[config.mk]
export PLATFORM = sky130hd
export DESIGN_NAME = mem_port_arbiter
export DESIGN_NICKNAME = d
export VERILOG_FILES = /design/src/rtl/mem_port_arbiter.sv
export SDC_FILE = /design/constraint.sdc
export NUM_CORES = 1
export LEC_CHECK = 0
export CAP_MARGIN = 20
export CELL_PAD_IN_SITES_DETAIL_PLACEMENT = 1
export CELL_PAD_IN_SITES_GLOBAL_PLACEMENT = 1
export CORE_MARGIN = 5
export CORE_UTILIZATION = 25
export DETAILED_ROUTE_END_ITERATION = 12
export PLACE_DENSITY = 0.73
export SLEW_MARGIN = 20
export SYNTH_ARGS = -nofsm -noshare
export SYNTH_HDL_FRONTEND = slang
export SYNTH_SLANG_ARGS = --single-unit
[constraint.sdc]
create_clock -name clk -period 4.5 [get_ports clk]
set_clock_uncertainty 0.1 [all_clocks]
set_input_delay 0.45 -clock clk [delete_from_list [all_inputs] [get_ports clk]]
set_output_delay 0.45 -clock clk [all_outputs]
set_load 0.02 [all_outputs]
[src/rtl/mem_port_arbiter.sv]
// Arbitrates a single-port RAM between the instruction-fetch and memory stages.
// MEM wins by default; a starvation counter hands the port to IF after STARVE_MAX MEM wins.
module mem_port_arbiter #(
  parameter int unsigned MEM_LAT    = 2,
  parameter int unsigned STARVE_MAX = 4
) (
  input  logic        clk,
  input  logic        rst,
  input  logic        if_req,
  input  logic [31:0] if_addr,
  output logic [31:0] if_rdata,
  output logic        if_done,
  input  logic        mem_req,
  input  logic        mem_we,
  input  logic [31:0] mem_addr,
  input  logic [31:0] mem_wdata,
  output logic [31:0] mem_rdata,
  output logic        mem_done,
  output logic        ram_en,
  output logic        ram_we,
  output logic [31:0] ram_addr,
  output logic [31:0] ram_wdata,
  input  logic [31:0] ram_rdata,
  output logic        stall_if,
  output logic        stall_pipe
);

  localparam logic [2:0] LAT_INIT   = 3'(MEM_LAT);
  localparam logic [3:0] STARVE_TOP = 4'(STARVE_MAX);

  typedef enum logic [1:0] {
    IDLE     = 2'd0,
    BUSY_IF  = 2'd1,
    BUSY_MEM = 2'd2
  } state_e;

  state_e      state_q;
  logic [2:0]  lat_q;
  logic [3:0]  starve_q, starve_d;
  logic        ram_en_q, ram_we_q;
  logic [31:0] ram_addr_q, ram_wdata_q;
  logic [31:0] if_rdata_q, mem_rdata_q;
  logic        if_done_q, mem_done_q;
  logic        grant_if, grant_mem;

  always_comb begin
    // NOTE: every comb output gets a default first so no path can infer a latch.
    grant_if  = 1'b0;
    grant_mem = 1'b0;
    starve_d  = starve_q;
    if (state_q == IDLE) begin
      if (if_req && (!mem_req || starve_q == STARVE_TOP)) grant_if = 1'b1;
      else if (mem_req)                                   grant_mem = 1'b1;
    end
    // Only a MEM win over a waiting IF counts toward starvation.
    if (grant_if || (grant_mem && !if_req)) starve_d = '0;
    else if (grant_mem && starve_q != STARVE_TOP) starve_d = starve_q + 4'd1;
  end

  // NOTE: state registers use non-blocking assignments so all of them update together at the edge.
  always_ff @(posedge clk or negedge rst) begin
    if (!rst) begin
      state_q     <= IDLE;
      lat_q       <= '0;
      starve_q    <= '0;
      ram_en_q    <= 1'b0;
      ram_we_q    <= 1'b0;
      ram_addr_q  <= '0;
      ram_wdata_q <= '0;
      if_rdata_q  <= '0;
      mem_rdata_q <= '0;
      if_done_q   <= 1'b0;
      mem_done_q  <= 1'b0;
    end else begin
      ram_en_q   <= 1'b0;
      if_done_q  <= 1'b0;
      mem_done_q <= 1'b0;
      starve_q   <= starve_d;
      case (state_q)
        IDLE: begin
          if (grant_mem) begin
            state_q     <= BUSY_MEM;
            lat_q       <= LAT_INIT;
            ram_en_q    <= 1'b1;
            ram_we_q    <= mem_we;
            ram_addr_q  <= mem_addr;
            ram_wdata_q <= mem_wdata;
          end else if (grant_if) begin
            state_q     <= BUSY_IF;
            lat_q       <= LAT_INIT;
            ram_en_q    <= 1'b1;
            ram_we_q    <= 1'b0;
            ram_addr_q  <= if_addr;
            ram_wdata_q <= '0;
          end
        end
        BUSY_IF: begin
          if (lat_q == 3'd0) begin
            if_rdata_q <= ram_rdata;
            if_done_q  <= 1'b1;
            state_q    <= IDLE;
          end else begin
            lat_q <= lat_q - 3'd1;
          end
        end
        BUSY_MEM: begin
          if (lat_q == 3'd0) begin
            // ram_we_q still holds the direction of this access; writes leave mem_rdata alone.
            if (!ram_we_q) mem_rdata_q <= ram_rdata;
            mem_done_q <= 1'b1;
            state_q    <= IDLE;
          end else begin
            lat_q <= lat_q - 3'd1;
          end
        end
        default: state_q <= IDLE;
      endcase
    end
  end

  assign ram_en     = ram_en_q;
  assign ram_we     = ram_we_q;
  assign ram_addr   = ram_addr_q;
  assign ram_wdata  = ram_wdata_q;
  assign if_rdata   = if_rdata_q;
  assign mem_rdata  = mem_rdata_q;
  assign if_done    = if_done_q;
  assign mem_done   = mem_done_q;
  assign stall_if   = if_req & ~if_done_q;
  assign stall_pipe = mem_req & ~mem_done_q;

endmodule

==> flow_summary.json <==
{
  "outcome": "finished, final reports clean",
  "setup_tns_ns": 0,
  "clock_path_buffers": 2,
  "place_hpwl_um": 15000,
  "clk_pin_slew_ns": 0.07,
  "cts_resized": 0,
  "yosysWarningCount": 0,
  "critPathRequiredTime_ns": 4.75,
  "slew_headroom_pct": 41.4,
  "rsz0062_at_grt": "no",
  "finalNetCount": 928,
  "min_path_type": "flip-flop to flip-flop",
  "grt_max_degree": 80,
  "clk_latency_ns": 0.42,
  "chipHeight_um": 174,
  "seq_area_frac_synth_pct": 52.3,
  "grt_antenna_before_repair": 0,
  "avgRoutedWirePerCell_um": 18.6,
  "area_growth_pct": 51.1,
  "crit_type": "flip-flop to flip-flop",
  "numPortBuffers": 266,
  "startpoint_type": "flip-flop",
  "finalCriticalPeriod_ns": 2.70,
  "initial_core_util_pct": 25.2,
  "core_area_um2": 26800,
  "cts_max_level": 4,
  "synthTopCellsByArea": "dfrtp_1, mux2_4, a211oi_2",
  "cts_tree": "built",
  "cts-root-buf": "clkbuf_16",
  "grt_usage_pct": 13.8,
  "cts_sinks": 141,
  "yosys.area.top_type_share_pct": 52.3,
  "hold_slack_ns": 0.404,
  "synth_cells": 536,
  "yosys.area.top_type": "dfrtp_1",
  "wirelength_um": 21300,
  "rows": 60,
  "use_met3_pct": 4.48,
  "grt_pass1_vias": 5667,
  "first_pass_iters": 4,
  "drv_cap": 0,
  "critPathCaptureType": "flip-flop",
  "gr-total-overflow": 0,
  "fp.dieArea_um2": 30400,
  "setup_viol": 0,
  "grt_pass1_wl_um": 33400,
  "vias": 5321,
  "synth.net_count": 676,
  "syn_area_per_cell_um2": 12.6,
  "cts_inserted_buffers": 17,
  "synthesis.area_um2": 6750,
  "met2_usage_pct": 22.8,
  "max_freq_mhz": 371,
  "io_pins": 267,
  "arrival_ns": 2.95,
  "drive_above_1_share_pct": 18.7,
  "diodes": 0,
  "ant_nets": 0,
  "use_met1_pct": 17.4,
  "peakVddDrop_mv": 0.280,
  "hold_buffers": 1,
  "viasPerCell": 4.66,
  "p_per_area_nw_per_um2": 733,
  "top_usage_layer": "met2",
  "gp_congestion": 0.741,
  "critPathMaxFanout": 37,
  "total_leakage_power_nw": 4.38,
  "ys_seq_elements": 141,
  "tightest_slew_ns": 0.878,
  "drt-initial-drc-count": 216,
  "period_share_pct": 59.9,
  "final-hold-violation-count": 0,
  "postCtsSetupRepairBufs": 0,
  "synth.distinct_cells": 41,
  "drcViolationCount": 0,
  "die_w_um": 174,
  "final_max_slew_viol_count": 0
}
[cells in the final DEF, fill, tap and decap left out, types with 2 or more instances in the layout]
master | synthesis | routed
clkdlybuf4s50_1 | 0 | 263
mux2_4 | 30 | 30
ha_1 | 7 | 6
mux2_2 | 34 | 34
o22ai_1 | 3 | 3
nor3_1 | 67 | 67
inv_1 | 11 | 11
nor2_1 | 32 | 32
inv_8 | 0 | 5
nand2_1 | 4 | 4
buf_2 | 20 | 2
a211o_1 | 32 | 32
clkinv_8 | 0 | 6
nand3_1 | 2 | 2
clkinv_4 | 0 | 2
inv_6 | 0 | 2
clkbuf_16 | 0 | 17
a22o_1 | 34 | 34
a211oi_2 | 31 | 31
mux2i_1 | 2 | 2
nor2b_1 | 36 | 35
a221o_1 | 2 | 2
dfrtp_1 | 141 | 141
nand2b_1 | 3 | 2
buf_4 | 8 | 10
[synthesized netlist by cell type (all sizes together)]
master,number
nor2,34
a41o,1
o2bb2ai,1
nand4,1
and3,1
nor3,67
o22ai,3
a221o,2
o21ai,3
and2,1
a221oi,1
nand2,5
a211o,32
dfrtp,141
a22oi,1
a22o,34
nor2b,36
mux2,64
and4b,1
o31ai,1
inv,12
nand3b,1
a21oi,1
nand3,2
a211oi,32
a21boi,1
buf,45
nand2b,3
mux2i,2
ha,7
[final timing paths]
path / from / to / slack (ns) / depth (start not counted)
worst max-delay path: state_q[0] / ram_wdata[5] / 1.80 / 6
worst min-delay path: if_rdata[14] / if_rdata[14] / 0.40 / 1
worst max register to register: state_q[0] / ram_wdata[5] / 1.80 / 6
worst min register to register: if_rdata[14] / if_rdata[14] / 0.40 / 1
max in group asynchronous: rst / mem_rdata[23] / 2.76 / 3
min in group asynchronous: rst / if_rdata[0] / 0.52 / 2
[registers in the layout, summed over array words and instances, names as in the netlist]
name       flops
if_done        1
if_rdata      32
lat_q          3
mem_done       1
mem_rdata     32
ram_addr      32
ram_en         1
ram_wdata     32
ram_we         1
starve_q       4
state_q        2
[layer usage]
| layer | share of wire, % | wire length (um) |
|---|---|---|
| met5 | 0 | 0 |
| met4 | 1.5 | 328 |
| met3 | 6.3 | 1350 |
| met2 | 49 | 10300 |
| met1 | 44 | 9280 |
[report_power, final]
| group | total [mW] | internal, mW | switching [mW] |
|---|---|---|---|
| clock network | 1.45 | 0.758 | 0.696 |
| registers | 2.23 | 1.87 | 0.365 |
| logic | 3.79 | 1.94 | 1.85 |
| total | 7.48 | 4.56 | 2.92 |
[stage by stage]
step	utilization [%]	worst slack (ns)	cells	total power, mW	area (um2)
4_1_cts	38.0	1.75	1141	7.59	10200
3_3_place_gp	35.7	1.82	1108	6.00	9560
5_1_grt	38.1	1.58	1142	7.93	10200
3_5_place_dp	35.7	1.76	1108	6.09	9560
6_report	38.1	1.80	1142	7.48	10200
2_1_floorplan	-	2.66	536	4.42	6750
[worst max-delay path: stages (launching register included)]
cell and delay [ns]:
dfrtp_1 0.38, inv_1 0.11, ha_2 0.66, nand2_2 0.08, buf_4 0.28, nor2_4 0.71
a22o_1 0.24
[cell families after synthesis]
group,share of synthesized area [%]
adders and majority gates,1.30
muxes,12.6
AOI/OAI and AO/OA,16.2
and+or+nand+nor,11.7
buffers and inverters,5.93
DFF,52.3
[area by class of cell]
cell class | instances | area, um2
repair buffers | 278 | 2750
clock buffers | 17 | 425
clock inverters | 15 | 189
flip-flops and latches | 141 | 3530
fillers | 2874 | 16600
multi-input cells | 338 | 2830
well taps | 341 | 427
inverters | 12 | 45.0
Note: power is estimated with default switching activity, not from simulation.
